<file path="config.mk">
export PLATFORM = sky130hd
export DESIGN_NAME = mult_div_unit_flat
export DESIGN_NICKNAME = d
export VERILOG_FILES = /design/src/rtl/mult_div_if.sv /design/src/rtl/mult_div_unit.sv /design/src/flat_wrapper.sv
export SDC_FILE = /design/constraint.sdc
export NUM_CORES = 1
export LEC_CHECK = 0
export CAP_MARGIN = 20
export CORE_MARGIN = 10
export CORE_UTILIZATION = 46
export CTS_CLUSTER_SIZE = 24
export DETAILED_ROUTE_END_ITERATION = 8
export DONT_BUFFER_PORTS = 1
export SETUP_SLACK_MARGIN = 0.4
export SLEW_MARGIN = 40
export SYNTH_ARGS = -nofsm -noshare
export SYNTH_HDL_FRONTEND = slang
export SYNTH_SLANG_ARGS = --single-unit
</file>
<file path="constraint.sdc">
create_clock -name clk -period 8.9 [get_ports clk]
set_clock_uncertainty 0.15 [all_clocks]
set_input_delay 0.89 -clock clk [delete_from_list [all_inputs] [get_ports clk]]
set_output_delay 0.89 -clock clk [all_outputs]
set_load 0.02 [all_outputs]
</file>
<file path="src/rtl/mult_div_if.sv">
// Handshake and HI/LO bus between the MIPS datapath and the iterative multiply/divide unit.
// The datapath drives the master side and the unit implements the slave side.
interface mult_div_if #(
  parameter int WIDTH = 32
);
  logic             start;
  logic [1:0]       op;
  logic [WIDTH-1:0] opA;
  logic [WIDTH-1:0] opB;
  logic             hiW;
  logic             loW;
  logic [WIDTH-1:0] writeData;
  logic             busy;
  logic             done;
  logic             divZero;
  logic [WIDTH-1:0] hi;
  logic [WIDTH-1:0] lo;

  modport master (
    output start, op, opA, opB, hiW, loW, writeData,
    input  busy, done, divZero, hi, lo
  );

  modport slave (
    input  start, op, opA, opB, hiW, loW, writeData,
    output busy, done, divZero, hi, lo
  );
endinterface

</file>
<file path="src/rtl/mult_div_unit.sv">
// Iterative MULT/MULTU/DIV/DIVU unit with architectural HI/LO registers.
// Uses a shift-add multiplier and a restoring divider on operand magnitudes; signs are applied in FIX.
module mult_div_unit #(
  parameter int WIDTH = 32
) (
  input  logic       clk,
  input  logic       reset,
  mult_div_if.slave  bus
);
  localparam int CW = $clog2(WIDTH + 1);

  localparam logic [1:0] S_IDLE = 2'd0;
  localparam logic [1:0] S_RUN  = 2'd1;
  localparam logic [1:0] S_FIX  = 2'd2;
  localparam logic [1:0] S_DONE = 2'd3;

  logic [1:0]         state_q, state_d;
  logic [CW-1:0]      cnt_q, cnt_d;
  logic [2*WIDTH-1:0] acc_q, acc_d;      // {product high, multiplier} or {unused, quotient}
  logic [WIDTH-1:0]   rem_q, rem_d;
  logic [WIDTH-1:0]   opnd_q, opnd_d;    // multiplicand or divisor magnitude
  logic               is_div_q, is_div_d;
  logic               res_neg_q, res_neg_d;
  logic               rem_neg_q, rem_neg_d;
  logic [WIDTH-1:0]   hi_q, hi_d;
  logic [WIDTH-1:0]   lo_q, lo_d;
  logic               busy_q, busy_d;
  logic               done_q, done_d;
  logic               div_zero_q, div_zero_d;

  logic [WIDTH-1:0]   mag_a, mag_b;
  logic [WIDTH:0]     sum;
  logic [WIDTH:0]     shifted;
  logic [WIDTH:0]     trial;
  logic [2*WIDTH-1:0] prod;
  logic [WIDTH-1:0]   quo, rmd;

  always_comb begin
    // NOTE: every _d starts from its _q so no path through this block can infer a latch.
    state_d    = state_q;
    cnt_d      = cnt_q;
    acc_d      = acc_q;
    rem_d      = rem_q;
    opnd_d     = opnd_q;
    is_div_d   = is_div_q;
    res_neg_d  = res_neg_q;
    rem_neg_d  = rem_neg_q;
    hi_d       = hi_q;
    lo_d       = lo_q;
    busy_d     = busy_q;
    done_d     = 1'b0;
    div_zero_d = div_zero_q;

    mag_a   = (bus.op[0] && bus.opA[WIDTH-1]) ? -bus.opA : bus.opA;
    mag_b   = (bus.op[0] && bus.opB[WIDTH-1]) ? -bus.opB : bus.opB;
    sum     = {1'b0, acc_q[2*WIDTH-1:WIDTH]} + {1'b0, {WIDTH{acc_q[0]}} & opnd_q};
    shifted = {rem_q, acc_q[WIDTH-1]};
    trial   = shifted - {1'b0, opnd_q};
    prod    = res_neg_q ? -acc_q : acc_q;
    quo     = res_neg_q ? -acc_q[WIDTH-1:0] : acc_q[WIDTH-1:0];
    rmd     = rem_neg_q ? -rem_q : rem_q;

    // mthi/mtlo only land while idle; a result written later in the same op wins.
    if (!busy_q && bus.hiW) hi_d = bus.writeData;
    if (!busy_q && bus.loW) lo_d = bus.writeData;

    case (state_q)
      S_IDLE: begin
        if (bus.start) begin
          busy_d    = 1'b1;
          cnt_d     = CW'(WIDTH);
          is_div_d  = bus.op[1];
          res_neg_d = bus.op[0] & (bus.opA[WIDTH-1] ^ bus.opB[WIDTH-1]);
          rem_neg_d = bus.op[0] & bus.op[1] & bus.opA[WIDTH-1];
          rem_d     = '0;
          if (bus.op[1]) begin
            acc_d   = {{WIDTH{1'b0}}, mag_a};
            opnd_d  = mag_b;
            state_d = (bus.opB == '0) ? S_DONE : S_RUN;
          end else begin
            acc_d   = {{WIDTH{1'b0}}, mag_b};
            opnd_d  = mag_a;
            state_d = S_RUN;
          end
        end
      end
      S_RUN: begin
        cnt_d = cnt_q - CW'(1);
        if (is_div_q) begin
          // Restoring step: keep the trial difference only when it did not go negative.
          rem_d = trial[WIDTH] ? shifted[WIDTH-1:0] : trial[WIDTH-1:0];
          acc_d = {acc_q[2*WIDTH-1:WIDTH], acc_q[WIDTH-2:0], ~trial[WIDTH]};
        end else begin
          acc_d = {sum, acc_q[WIDTH-1:1]};
        end
        if (cnt_q == CW'(1)) state_d = S_FIX;
      end
      S_FIX: begin
        if (is_div_q) begin
          hi_d = rmd;
          lo_d = quo;
        end else begin
          hi_d = prod[2*WIDTH-1:WIDTH];
          lo_d = prod[WIDTH-1:0];
        end
        div_zero_d = 1'b0;
        done_d     = 1'b1;
        busy_d     = 1'b0;
        state_d    = S_IDLE;
      end
      S_DONE: begin
        div_zero_d = 1'b1;
        done_d     = 1'b1;
        busy_d     = 1'b0;
        state_d    = S_IDLE;
      end
      default: state_d = S_IDLE;
    endcase
  end

  // NOTE: sequential state uses non-blocking assignments so every flop samples pre-edge values.
  always_ff @(posedge clk or negedge reset) begin
    if (!reset) begin
      state_q    <= S_IDLE;
      cnt_q      <= '0;
      acc_q      <= '0;
      rem_q      <= '0;
      opnd_q     <= '0;
      is_div_q   <= 1'b0;
      res_neg_q  <= 1'b0;
      rem_neg_q  <= 1'b0;
      hi_q       <= '0;
      lo_q       <= '0;
      busy_q     <= 1'b0;
      done_q     <= 1'b0;
      div_zero_q <= 1'b0;
    end else begin
      state_q    <= state_d;
      cnt_q      <= cnt_d;
      acc_q      <= acc_d;
      rem_q      <= rem_d;
      opnd_q     <= opnd_d;
      is_div_q   <= is_div_d;
      res_neg_q  <= res_neg_d;
      rem_neg_q  <= rem_neg_d;
      hi_q       <= hi_d;
      lo_q       <= lo_d;
      busy_q     <= busy_d;
      done_q     <= done_d;
      div_zero_q <= div_zero_d;
    end
  end

  assign bus.busy    = busy_q;
  assign bus.done    = done_q;
  assign bus.divZero = div_zero_q;
  assign bus.hi      = hi_q;
  assign bus.lo      = lo_q;
endmodule

</file>
<file path="src/flat_wrapper.sv">
// flat-port wrapper written by rule: the top's interface ports become plain ports
module mult_div_unit_flat 
#(
  parameter int WIDTH = 32
)
  (clk, reset, bus_start, bus_op, bus_opA, bus_opB, bus_hiW, bus_loW, bus_writeData, bus_busy, bus_done, bus_divZero, bus_hi, bus_lo);
  mult_div_if #(.WIDTH(WIDTH)) bus_i ();
  input  logic clk;
  input  logic reset;
  input wire logic [$bits(bus_i.start)-1:0] bus_start;
  input wire logic [$bits(bus_i.op)-1:0] bus_op;
  input wire logic [$bits(bus_i.opA)-1:0] bus_opA;
  input wire logic [$bits(bus_i.opB)-1:0] bus_opB;
  input wire logic [$bits(bus_i.hiW)-1:0] bus_hiW;
  input wire logic [$bits(bus_i.loW)-1:0] bus_loW;
  input wire logic [$bits(bus_i.writeData)-1:0] bus_writeData;
  output wire logic [$bits(bus_i.busy)-1:0] bus_busy;
  output wire logic [$bits(bus_i.done)-1:0] bus_done;
  output wire logic [$bits(bus_i.divZero)-1:0] bus_divZero;
  output wire logic [$bits(bus_i.hi)-1:0] bus_hi;
  output wire logic [$bits(bus_i.lo)-1:0] bus_lo;
  assign bus_i.start = bus_start;
  assign bus_i.op = bus_op;
  assign bus_i.opA = bus_opA;
  assign bus_i.opB = bus_opB;
  assign bus_i.hiW = bus_hiW;
  assign bus_i.loW = bus_loW;
  assign bus_i.writeData = bus_writeData;
  assign bus_busy = bus_i.busy;
  assign bus_done = bus_i.done;
  assign bus_divZero = bus_i.divZero;
  assign bus_hi = bus_i.hi;
  assign bus_lo = bus_i.lo;
  mult_div_unit #(.WIDTH(WIDTH)) u_core (.clk(clk), .reset(reset), .bus(bus_i));
endmodule
</file>
* Word-level counts from Yosys, hierarchy flattened
Index checks and enable logic that the tools add are counted.
** Storage, ports and cells
- Register bits :: 206
- Input port bits :: 103
- Output and inout port bits :: 67
- Word-level logic and storage cells :: 86
** Operators by class
- Add/subtract/negate cells :: 8
- Equality and inequality tests :: 8
- Muxes and demuxes :: 31
- Bitwise logic cells :: 6
- Reduce and logical (&&, ||, !) cells :: 19
** Operators by type and width (count)
- 32-bit 2-to-1 mux :: 15
- 64-bit 2-to-1 mux :: 3
- 32-bit negation :: 4
- 64-bit case mux with 2 select lines :: 1
- 64-bit negation :: 1
- 32-bit case mux with 2 select lines :: 1
- 32-bit by 32-bit adder with 33-bit output :: 1
- 33-bit by 32-bit subtractor with 33-bit output :: 1
- 32-bit bitwise AND :: 1
- 32-bit logical NOT :: 1
- 6-bit case mux with 2 select lines :: 1
- 2-bit nonzero test :: 5
- 2-bit 2-to-1 mux :: 4
- 2-bit AND reduction :: 4
- 6-bit by 1-bit == test with 1-bit output (second input constant) :: 1
- 6-bit 2-to-1 mux :: 1
- 2-bit case mux with 3 select lines :: 1
- 3-bit AND reduction :: 2
- 6-bit by 1-bit subtractor with 6-bit output (second input constant) :: 1
- 2-bit == test (second input constant) :: 2
- 1-bit logical AND :: 4
- 2-bit by 1-bit != test with 1-bit output (second input constant) :: 2
- 2-bit != test (second input constant) :: 2
- 1-bit case mux with 2 select lines :: 2
- 8 further kinds :: 11

* Logic depth before layout (Yosys ltp)
- Depth after elaboration :: 5
- Depth in mapped cells :: 15
- Mapped depth without buffers :: 13

* Worst setup path before layout
Ideal clock, no wire load.
- Kind :: input-to-reg
- Start :: in bus_opB[8]
- End :: reg u_core.acc_q[29]
- Setup time :: 0.137 ns
- Data arrival time :: 3.153 ns
- Required time :: 8.613 ns
- Path slack :: 5.460 ns
- Cell stages on the path :: 9
- Buffers on the path :: 0
- Cell sequence :: or4_4 -> or3_4 -> or4_4 -> nor3b_4 -> a21oi_2 -> xnor2_2 -> a21oi_1 -> a221oi_2 -> a21oi_1
** Between the ends
- Cells in the longest elaborated chain, start to end :: 5
** Ends and longest elaborated chain
- start, declared :: RTL line flat_wrapper.sv:13 : input wire logic [$bits(bus_i.opB)-1:0] bus_opB;
- 32-bit negation :: RTL line mult_div_unit.sv:55 : mag_b = (bus.op[0] && bus.opB[WIDTH-1]) ? -bus.opB : bus.opB;
- 32-bit 2-to-1 mux :: RTL line mult_div_unit.sv:55
- 32-bit 2-to-1 mux :: RTL line mult_div_unit.sv:76 : if (bus.op[1]) begin
- 64-bit 2-to-1 mux :: RTL line mult_div_unit.sv:69 : if (bus.start) begin
- 64-bit case mux with 2 select lines :: RTL line mult_div_unit.sv:67 : case (state_q)
- end signal, assigned :: RTL line mult_div_unit.sv:126 : acc_q <= '0;
- end signal, assigned :: RTL line mult_div_unit.sv:140 : acc_q <= acc_d;
- end, declared :: RTL line mult_div_unit.sv:19 : logic [2*WIDTH-1:0] acc_q, acc_d;
No other way between the ends. The select of a mux whose other input is x is not followed.
A chain may end at the register's enable or synchronous reset.

* Final worst setup path
- Start :: reg u_core.acc_q[31]
- End :: reg u_core.acc_q[0]
** Between the ends
- Cells in the longest elaborated chain, start to end :: 4
** Ends and longest elaborated chain
- 33-bit by 32-bit subtractor with 33-bit output :: RTL line mult_div_unit.sv:58 : trial = shifted - {1'b0, opnd_q};
- 1-bit NOT :: RTL line mult_div_unit.sv:92 : acc_d = {acc_q[2*WIDTH-1:WIDTH], acc_q[WIDTH-2:0], ~trial[WIDTH]};
- 64-bit 2-to-1 mux :: RTL line mult_div_unit.sv:89 : if (is_div_q) begin
- 64-bit case mux with 2 select lines :: RTL line mult_div_unit.sv:67
No other way between the ends. The select of a mux whose other input is x is not followed.

==> flow_summary.ini <==
[outcome]
outcome = completed

[global_routing]
grt_usage_pct = 26.01
grt_max_degree = 207
grt_pass1_vias = 14436
overflow = 0
grt_pass1_wl_mm = 90.20
antenna_found_initial = 1

[yosys]
synth_top_area_share_pct = 30.90
yosysUniqueCellTypes = 84
synth.most_common_cell = nand2_1
avgSynthCellArea_um2 = 8.205
yosysSeqAreaShare_pct = 30.90
synthArstFlopShare_pct = 100.0
syn_inst = 2033
yosysTopAreaCell = dfrtp_1
ys_top_cells_by_count = 237 x nand2_1, 224 x o21ai_0, 206 x dfrtp_1
synth_flop_cell = dfrtp_1
synth_fp_nets = 2208
syn-cell-area_mm2 = 0.01668
synth.area.top_cells = dfrtp_1 31%, o21ai_0 6.7%, xnor2_1 5.8%
synth_warnings = 0
synth_seq_cells = 206
synth_edf_count = 0

[route]
drtPass1Iterations = 6
wire_per_inst_um = 24.31
ant_nets = 0
vias = 15215
drt_iter0_drc = 1417
drt-vias-per-instance = 6.264
wl_mm = 59.04
drcViolationCount = 0

[placed_design]
numPortBuffers = 0
dp_hpwl_mm = 45.61
place_congestion = 0.9583

[timing]
fin_crit_ps = 4324
fmax_ghz = 0.2313
finalCritPeriodShare_pct = 48.59
slew_headroom_pct = 47.86
hold_viol = 0
worst_pin_slew_ps = 782.2
setup_tns_ps = 0
setup_violations = 0
slew_viol_final = 0
rsz0062_at_grt = no

[worst_setup_path]
cp-start-kind = flip-flop
cp_max_fo = 20
critPathRequiredTime_ps = 9210
crit_arrival_ps = 4630
endpoint_kind = flip-flop
path_class = reg -> reg

[clock_tree]
cts_resized = 0
cts_root_buf = clkbuf_16
cts_max_level = 1
clk_path_buf_depth = 3
tritoncts = built
postCtsSetupBuffers = 0
cts.reportedPaths.clkPinSlew_ps = 60
cts.sinks = 206
cts-hold-fix-buffers = 1
cts_buffers = 25
clkLatencyLatePin_ps = 570

[die]
start_util_pct = 46.78
ios = 170
core_mm2 = 0.03566
die_w_um = 210.4
rows = 69
die-area_mm2 = 0.04428
fp.dieH_um = 210.4

[cells_and_area]
drive_gt1_share_pct = 5.948
areaGrowthSynthToFinish_pct = 6.728
nets = 2124
n_fill_cell = 3495

[power_and_ir_drop]
power_density_mw_per_mm2 = 435.0
p_total_w = 0.007745
p_leak_nw = 7.488
irDropWorstVdd_v = 0.0003631

[run]
drv_cap = 0

[hold_path]
hold_class = in -> async
stage by stage:
step           area, µm²  instances  hold WS (ps)  setup slack (ps)  utilization [%]
2_1_floorplan      16680       2033         299.8              5460                -
3_3_place_gp       16920       2381         312.2              4605            47.44
3_5_place_dp       16920       2381         321.2              4635            47.45
4_1_cts            17770       2427         291.3              4618            49.85
5_1_grt            17800       2428         162.8              4195            49.92
6_report           17800       2429         125.6              4576            49.93
power by group:
group | total [W] | leakage (nW) | switching (W) | internal (W)
sequential | 0.00224 | 2.48 | 0.000844 | 0.00139
clock | 0.00106 | 0.401 | 0.000436 | 0.000626
combinational | 0.00444 | 4.60 | 0.00266 | 0.00178
total | 0.00775 | 7.49 | 0.00394 | 0.00380
per-layer routing:
metal / track usage (%) / up-vias / part of all wire (%)
met4: 8.417 / 0 / 3.3
met2: 44.06 / 466 / 49
met5: 0 / - / 0
met3: 3.309 / 91 / 5.0
li1: - / 7221 / -
met1: 33.73 / 7437 / 43
area by class of cell:
cell class	instances	area (µm²)	share of cell area, %
clock buffers	36	686.9	3.858
flip-flops and latches	206	5157	28.97
well taps	461	576.8	3.240
clock inverters	9	141.4	0.7942
diodes	1	2.502	0.01406
inverters	63	236.5	1.328
repair buffers	19	182.7	1.026
multi-input cells	1634	10820	60.77
final timing paths:
path	start	to	slack, ps	depth (start not counted)
setup / recovery	u_core.acc_q[31]$_DFFE_PN0P_	u_core.acc_q[0]$_DFFE_PN0P_	4580	13
hold / removal	reset	u_core.bus.hi[22]$_DFFE_PN0P_	130	1
setup reg to reg	u_core.acc_q[31]$_DFFE_PN0P_	u_core.acc_q[0]$_DFFE_PN0P_	4580	13
hold reg to reg	u_core.opnd_q[25]$_DFFE_PN0P_	u_core.opnd_q[25]$_DFFE_PN0P_	330	2
max in group asynchronous	reset	u_core.opnd_q[14]$_DFFE_PN0P_	7470	2
min in group clk	bus_writeData[29]	u_core.bus.hi[29]$_DFFE_PN0P_	310	2
registers in the layout, indices dropped and copies added, names as in the netlist:
name,flops
u_core.acc_q,64
u_core.bus.busy,1
u_core.bus.divZero,1
u_core.bus.done,1
u_core.bus.hi,32
u_core.bus.lo,32
u_core.cnt_q,6
u_core.is_div_q,1
u_core.opnd_q,32
u_core.rem_neg_q,1
u_core.rem_q,32
u_core.res_neg_q,1
u_core.state_q,2
critical path, stage by stage (launching register included):
cell	delay, ps
dfrtp_1	490
inv_1	110
ha_1	220
fa_1	410
nand2b_1	180
a21oi_1	320
o211ai_1	190
a31oi_1	400
a21oi_1	200
o41ai_2	560
nor2_4	240
buf_4	320
mux2_2	300
o21ai_0	130
kinds of logic after synthesis:
| family | count (synthesis) | share of synthesized area, % |
|---|---|---|
| AOI/OAI and AO/OA | 648 | 24.64 |
| and+or+nand+nor | 614 | 17.96 |
| xor gates and xnor gates | 210 | 11.07 |
| adders and majority gates | 72 | 5.491 |
| buffers and inverters | 193 | 4.455 |
| muxes | 90 | 5.483 |
| DFF | 206 | 30.90 |
placed cells by master, fill, tap and decap left out, types with 11 or more instances in the layout:
| cell | count |
|---|---|
| o221ai_1 | 12 |
| nor2b_1 | 17 |
| xnor2_1 | 110 |
| or2_2 | 13 |
| nand2b_1 | 15 |
| nor4_1 | 14 |
| nor3_1 | 37 |
| mux2i_1 | 79 |
| ha_1 | 70 |
| dfrtp_1 | 204 |
| inv_1 | 62 |
| mux2_2 | 11 |
| buf_4 | 17 |
| o211ai_1 | 30 |
| nor2_1 | 132 |
| a31oi_1 | 15 |
| o41ai_1 | 20 |
| xor2_1 | 99 |
| or4_1 | 16 |
| a21oi_1 | 129 |
| o21ai_0 | 224 |
| a21o_1 | 31 |
| and3_1 | 14 |
| nand3_1 | 32 |
| nand4_1 | 11 |
| or3_1 | 25 |
| a211oi_1 | 42 |
| clkbuf_16 | 25 |
| nand2_1 | 237 |
| o31ai_1 | 45 |
(Power assumes the default switching activity.)
